[src/rtl/add64_seq.sv]
`default_nettype none
// ============================================================================
// Module   : add64_seq
// Brief    : 2*HALF_W-bit add sequenced over two passes of an external adder.
// Revision : 1.0
// ============================================================================

module add64_seq #(
  parameter int HALF_W = 32
) (
  input  logic                clock,
  input  logic                reset_n,
  input  logic                start,
  input  logic [2*HALF_W-1:0] a_in,
  input  logic [2*HALF_W-1:0] b_in,
  input  logic                cin_in,
  output logic [HALF_W-1:0]   add_a,
  output logic [HALF_W-1:0]   add_b,
  output logic                add_cin,
  input  logic [HALF_W-1:0]   add_sum,
  input  logic                add_cout,
  output logic                ready,
  output logic [2*HALF_W-1:0] result,
  output logic                cout,
  output logic                zero,
  output logic                ovf,
  output logic                done
);

  localparam int FULL_W = 2 * HALF_W;

  typedef enum logic [1:0] {
    S_IDLE = 2'd0,
    S_LOW  = 2'd1,
    S_HIGH = 2'd2,
    S_DONE = 2'd3
  } state_t;

  state_t              state_q, state_d;
  logic [FULL_W-1:0]   a_q, a_d;
  logic [FULL_W-1:0]   b_q, b_d;
  logic                cin_q, cin_d;
  logic                carry_q, carry_d;
  logic [FULL_W-1:0]   result_q, result_d;
  logic                cout_q, cout_d;
  logic                zero_q, zero_d;
  logic                ovf_q, ovf_d;
  logic                ready_q, ready_d;
  logic                done_q, done_d;

  always_comb begin
    state_d  = state_q;
    a_d      = a_q;
    b_d      = b_q;
    cin_d    = cin_q;
    carry_d  = carry_q;
    result_d = result_q;
    cout_d   = cout_q;
    zero_d   = zero_q;
    ovf_d    = ovf_q;
    add_a    = '0;
    add_b    = '0;
    add_cin  = 1'b0;

    case (state_q)
      S_IDLE: begin
        if (start) begin
          a_d      = a_in;
          b_d      = b_in;
          cin_d    = cin_in;
          carry_d  = 1'b0;
          result_d = '0;
          cout_d   = 1'b0;
          zero_d   = 1'b0;
          ovf_d    = 1'b0;
          state_d  = S_LOW;
        end
      end

      S_LOW: begin
        add_a                  = a_q[HALF_W-1:0];
        add_b                  = b_q[HALF_W-1:0];
        add_cin                = cin_q;
        result_d[HALF_W-1:0]   = add_sum;
        carry_d                = add_cout;
        state_d                = S_HIGH;
      end

      S_HIGH: begin
        add_a                   = a_q[FULL_W-1:HALF_W];
        add_b                   = b_q[FULL_W-1:HALF_W];
        add_cin                 = carry_q;
        result_d[FULL_W-1:HALF_W] = add_sum;
        cout_d                  = add_cout;
        // Signed overflow: like-signed operands producing an opposite-signed sum.
        ovf_d   = (a_q[FULL_W-1] == b_q[FULL_W-1]) &&
                  (add_sum[HALF_W-1] != a_q[FULL_W-1]);
        zero_d  = (add_sum == '0) && (result_q[HALF_W-1:0] == '0);
        state_d = S_DONE;
      end

      S_DONE: begin
        state_d = S_IDLE;
      end

      default: begin
        state_d = S_IDLE;
      end
    endcase

    // Handshake flags are registered copies of the next-state decode.
    ready_d = (state_d == S_IDLE);
    done_d  = (state_d == S_DONE);
  end

  always_ff @(posedge clock or negedge reset_n) begin
    if (!reset_n) begin
      state_q  <= S_IDLE;
      a_q      <= '0;
      b_q      <= '0;
      cin_q    <= 1'b0;
      carry_q  <= 1'b0;
      result_q <= '0;
      cout_q   <= 1'b0;
      zero_q   <= 1'b0;
      ovf_q    <= 1'b0;
      ready_q  <= 1'b1;
      done_q   <= 1'b0;
    end else begin
      state_q  <= state_d;
      a_q      <= a_d;
      b_q      <= b_d;
      cin_q    <= cin_d;
      carry_q  <= carry_d;
      result_q <= result_d;
      cout_q   <= cout_d;
      zero_q   <= zero_d;
      ovf_q    <= ovf_d;
      ready_q  <= ready_d;
      done_q   <= done_d;
    end
  end

  assign ready  = ready_q;
  assign done   = done_q;
  assign result = result_q;
  assign cout   = cout_q;
  assign zero   = zero_q;
  assign ovf    = ovf_q;

endmodule

`default_nettype wire
[config.mk]
export PLATFORM = sky130hd
export DESIGN_NAME = add64_seq
export DESIGN_NICKNAME = d
export VERILOG_FILES = /design/src/rtl/add64_seq.sv
export SDC_FILE = /design/constraint.sdc
export NUM_CORES = 1
export LEC_CHECK = 0
export ABC_AREA = 0
export CORE_MARGIN = 4
export CORE_UTILIZATION = 30
export CTS_CLUSTER_DIAMETER = 60
export DETAILED_ROUTE_END_ITERATION = 10
export SKIP_CTS_REPAIR_TIMING = 1
export SYNTH_ARGS = -nofsm -noshare
export SYNTH_HDL_FRONTEND = slang
export SYNTH_SLANG_ARGS = --single-unit
[constraint.sdc]
create_clock -name clock -period 2.7 [get_ports clock]
set_clock_uncertainty 0.1 [all_clocks]
set_input_delay 0.54 -clock clock [delete_from_list [all_inputs] [get_ports clock]]
set_output_delay 0.54 -clock clock [all_outputs]
set_load 0.01 [all_outputs]
Word level (Yosys, flattened, before mapping):

Index checks and enable logic that the tools add are counted.

* register bits after elaboration: 201
* bits of input ports: 165
* output and inout port bits: 134
* logic and storage cells: 43

* equal/unequal tests: 7
* mux-type cells: 13
* reduce and logical (&&, ||, !) cells: 11

Operators by type and width (number)
* $pmux W32 S2: 4
* $logic_not A32 Y1: 2
* $mux W64: 1
* $pmux W1 S2: 5
* $pmux W2 S4: 1
* $eq A2 B2 Y1 const B: 3
* $reduce_and A2 Y1: 3
* $logic_not A2 Y1: 2
* $reduce_bool A2 Y1: 2
* $eq A2 B1 Y1 const B: 1
* $logic_and A1 B1 Y1: 2
* $mux W2: 1
* $ne A2 B2 Y1 const B: 1
* $eq A1 B1 Y1: 1
* $mux W1: 1
* $ne A1 B1 Y1: 1

Depth between registers and ports, before layout:

* depth in word-level cells: 3
* gate-level depth with buffers: 8

Worst setup path before layout:

No wires, ideal clock.

* path kind: register to output
* start: register state_q[0]
* end: output add_a[0]
* arrival: 1410 ps
* required time: 2060 ps
* slack: 650 ps
* stages on the path, launching flop included: 6
* buffers on the path: 2
* cell sequence: dfrtp_1 > inv_1 > ha_1 > clkbuf_1 > clkbuf_1 > nor2b_1

* word-level cells in the longest chain between the ends: 2

RTL lines
* from (decl): line 39 `state_t state_q, state_d;`
* from (signal assigned): line 130 `state_q <= state_d;`
* $eq A2 B2 Y1 / $eq A2 B1 Y1 (equally long branches): line 65 `case (state_q)`
* $pmux W32 S2 *: line 65
* to (decl): line 17 `output logic [HALF_W-1:0] add_a,`

Mark *: on every way between the ends. The rest lies on a longest branch, timed or not.

Worst setup path in the final report:

* start: register state_q[1]
* end: output add_a[3]

Same word-level chain as after synthesis.

==> results by stage <==
Setup path:
- On the worst path, the slowest cell contributes a delay of 0.54 ns.
- The worst register-to-register path ends at b_q[32].
- The peak fanout along the critical path is 23.
- The required time reported for the critical path endpoint is 2.06 ns.
- The kind of end point of the critical path is an output port.
- The combined buffer and inverter count along the critical path is 3.
- The launch point of the worst reg-to-reg path is state_q[0].
- The category of cells accounting for the largest share of critical-path delay is buffers and inverters.
- Data on the critical path arrives at its endpoint at 2.22 ns.
- The worst register-to-register path has a depth of 5.
- The critical path startpoint category is a flop.
- Walking the worst path, the cells encountered are inv_2 -> ha_4 -> buf_12 -> a22oi_1 -> nor2b_1 -> clkdlybuf4s50_1.
- The slowest stage of the critical path is the sky130_fd_sc_hd__clkdlybuf4s50_1 cell.
- The slack of the worst reg-to-reg path is 0.54 ns.
- The number of logic stages on the critical path including buffering is 6.
- By startpoint and endpoint, the worst setup path is classified as flop to output port.

Finish:
- Relative to the synthesized area, the layout overhead comes to 50.2%.
- At the end of the flow the core is filled with cells to 0.458.
- The final layout net count is 1,240.
- The final-layout fill cell count is 2,794.
- The share of final-layout standard cells stronger than drive strength 1 is 0.203.
- The area of the multi-input gates is 0.00393 mm².
- The number of antenna diodes in the final layout is 0.
- The register cell area after layout is 0.00503 mm².

Status:
- The checks that failed: negative setup slack.
- The flow ran to the end, but the final reports show violations.

Synth:
- The fraction of registers with async set or reset after synthesis is 1.00.
- In this run the cell area of the synthesized design comes to 0.00935 mm².
- The portion of synthesized cell area occupied by the leading cell type is 0.536.
- The total of warnings raised by yosys is 0.
- Summed over all instances, the cell type with the most area after synthesis is sky130_fd_sc_hd__dfrtp_1.
- Of the synthesized area, sequential elements account for 0.538.
- Yosys instantiated no cell more often than sky130_fd_sc_hd__dfrtp_1.
- The number of enable-type register cells in the synthesized netlist is 0.
- A synthesized cell averages 12.3 µm².
- The number of distinct standard cells referenced by the synthesized netlist is 31.
- The synthesis-stage register bit count is 201.
- Sorting the synthesized cells by area gives the leading types as sky130_fd_sc_hd__dfrtp_1 (54%), sky130_fd_sc_hd__mux2_4 (16%), sky130_fd_sc_hd__nand2_1 (5.5%).
- The number of nets handed over by synthesis was 932.
- Ranked by instance count, the synthesized netlist is headed by sky130_fd_sc_hd__dfrtp_1 (200), sky130_fd_sc_hd__nand2_1 (137), sky130_fd_sc_hd__mux2_4 (101).
- Synthesis handed over a netlist of 762 instances.
- In the synthesized netlist the dominant register cell turns out to be sky130_fd_sc_hd__dfrtp_1.

Drt:
- The routed layout has 6,956 vias.
- The number of vias per cell is 4.68.
- The violation count after the first detailed-routing iteration is 299.
- In the routed design, unresolved DRC markers number 0.
- The final routed wirelength across all metal layers is 29.0 mm.
- The first detailed-routing pass took 4 iterations.
- After detailed routing, the average wire length per cell comes to 19.5 µm.
- The number of antenna-violating nets in the routed design is 0.

STA:
- The final clock period utilization by the worst path is 1.06.
- On the final layout, the worst hold slack is 0.380 ns.
- The total of endpoints with negative setup slack in the final report is 3.
- The transition time at the pin with the least slew margin is 0.668 ns.
- The maximum clock frequency is 0.349 GHz.
- The hold violation count in the final report was 0.
- The smallest clock period supported by the final layout is computed as 2.86 ns.
- In the post-route analysis, the smallest setup slack over all paths is -0.164 ns.
- The worst slew slack as a fraction of its limit is 0.555.
- Setup repair after global routing could not meet its margin everywhere.
- The max-slew violation count is 0.

Place:
- Detailed placement ended at an HPWL of 19.7 mm.
- During placement, the flow inserted port buffers numbering 298.
- The final weighted congestion in routability-driven placement is 0.770.

Worst hold path:
- The class of the worst hold path is flop to flop.
- The critical hold path startpoint is result[37].
- The worst hold path terminates at result[37].
- The depth of the worst hold-timing path is 2.

Power:
- Power spread over the standard cell area amounts to 1250 mW/mm².
- Summed over all cells, the static leakage comes to 6.98 nW.
- VDD sags by at most 0.586 mV.

Floorplanning:
- The total number of placement rows is 64.
- The area of the die is 0.0340 mm².
- The horizontal extent of the die is 184 µm.
- For this configuration, the core starts out at a cell density of 0.305.
- The I/O pin count is 299.
- The area of the core region is 0.0307 mm².
- The overall die height is 184 µm.

Clock network:
- For the worst-skew pair, the clock arrives at the later sink with an insertion delay of 0.51 ns.
- The clock-pin slew of the registers on the worst-case setup and hold paths is 0.05 ns.
- The tree built by TritonCTS fans out to 201 sinks.
- CTS built an H-tree with a depth of 1.
- TritonCTS built the clock tree.
- The clock buffer count from CTS is 26.
- The cell chosen for the clock root is sky130_fd_sc_hd__clkbuf_16.
- The worst-case clock buffer depth is 3.

Global routing:
- The number of antenna violations at the first check in global routing came to 0.
- The largest net degree at the start of global routing is 71.
- The first-pass GRT wire length is 42.5 mm.
- For this run, the total global-route usage over all layers was measured as 0.156.
- The number of global-route vias before repair is 7,433.
- The total congestion overflow is 0.

Flow run:
- Max-cap violations in this run came to 0.
-- worst reg2reg max path: stages (launching register included) --
cell and delay, ns:
sky130_fd_sc_hd__dfrtp_1 0.38, sky130_fd_sc_hd__inv_2 0.13, sky130_fd_sc_hd__ha_1 0.48, sky130_fd_sc_hd__nand2_8 0.31, sky130_fd_sc_hd__buf_12 0.31, sky130_fd_sc_hd__mux2_4 0.33
-- flip-flops by register name, indices dropped and copies added (netlist names) --
name     count
ready        1
zero         1
ovf          1
cout         1
result      64
b_q         64
state_q      2
carry_q      1
a_q         64
done         1
cin_q        1
-- metal layers --
| layer | GRT usage | wire length, µm |
|---|---|---|
| met4 | 0.0349 | 706 |
| met1 | 0.208 | 12600 |
| met5 | 0 | 0 |
| met3 | 0.0424 | 2310 |
| met2 | 0.255 | 13400 |
-- how the worst max path moves through the flow --
stage	start	to	slack [ns]
after floorplan	state_q[0]	add_a[0]	0.65
after global placement	state_q[1]	add_cin	0.15
after detailed placement	state_q[1]	add_cin	0.13
after CTS	state_q[1]	add_cin	-0.45
after global routing	state_q[1]	add_a[8]	-0.30
final	state_q[1]	add_a[3]	-0.16
-- kinds of logic (layout without fill, tap and decap cells) --
family / Yosys count / after routing / synth area share
compound gates: 135 / 135 / 0.0902
fa+ha+maj: 5 / 5 / 0.00669
buf+inv: 59 / 386 / 0.0495
flops: 201 / 201 / 0.538
mux: 131 / 131 / 0.199
simple gates: 231 / 231 / 0.117
-- per-stage QoR --
stage	cell area, µm²	power (mW)	setup TNS, ns	worst slack [ns]	std cells
after floorplan	9350	10.2	0	0.650	762
after global placement	12900	13.7	0	0.146	1431
after detailed placement	12900	13.8	0	0.133	1431
after CTS	13800	17.5	-22.51	-0.454	1478
after global routing	14000	18.6	-0.897	-0.300	1485
final	14000	17.5	-0.452	-0.164	1485
-- cells in the final DEF, fill, tap and decap left out, types with 2 or more instances in the layout --
master	synthesis	routed
sky130_fd_sc_hd__nor4_1	14	14
sky130_fd_sc_hd__nor3_1	3	3
sky130_fd_sc_hd__nor2b_1	65	64
sky130_fd_sc_hd__bufinv_16	0	2
sky130_fd_sc_hd__inv_2	0	2
sky130_fd_sc_hd__ha_1	5	2
sky130_fd_sc_hd__ha_4	0	3
sky130_fd_sc_hd__clkbuf_16	0	29
sky130_fd_sc_hd__nand3_1	2	2
sky130_fd_sc_hd__mux2_2	28	28
sky130_fd_sc_hd__inv_8	0	2
sky130_fd_sc_hd__dfrtp_1	200	200
sky130_fd_sc_hd__clkinv_2	0	3
sky130_fd_sc_hd__clkbuf_8	0	6
sky130_fd_sc_hd__mux2_4	101	101
sky130_fd_sc_hd__mux2i_4	0	2
sky130_fd_sc_hd__buf_12	10	14
sky130_fd_sc_hd__a22oi_1	65	65
sky130_fd_sc_hd__nand2_1	137	137
sky130_fd_sc_hd__clkdlybuf4s50_1	0	235
sky130_fd_sc_hd__buf_6	4	3
sky130_fd_sc_hd__dlymetal6s2s_1	0	62
sky130_fd_sc_hd__clkinv_4	0	2
sky130_fd_sc_hd__o21ai_0	67	67
sky130_fd_sc_hd__clkbuf_1	23	4
sky130_fd_sc_hd__buf_4	6	17
sky130_fd_sc_hd__nor2_1	4	4
sky130_fd_sc_hd__nand4_1	2	2
-- cell type report --
cell class,count,share of cell area
clock buffer,36,0.0541
clock inverter,11,0.00936
inverter,2,0.000535
multi-input combinational,502,0.280
sequential,201,0.358
tap,396,0.0353
timing repair buffer,337,0.263
-- power by group --
part           switching (mW)  internal (mW)
Combinational            3.79           4.80
Clock                    1.35           2.17
Sequential              0.908           4.48
Power figures use the tool's default switching activity.
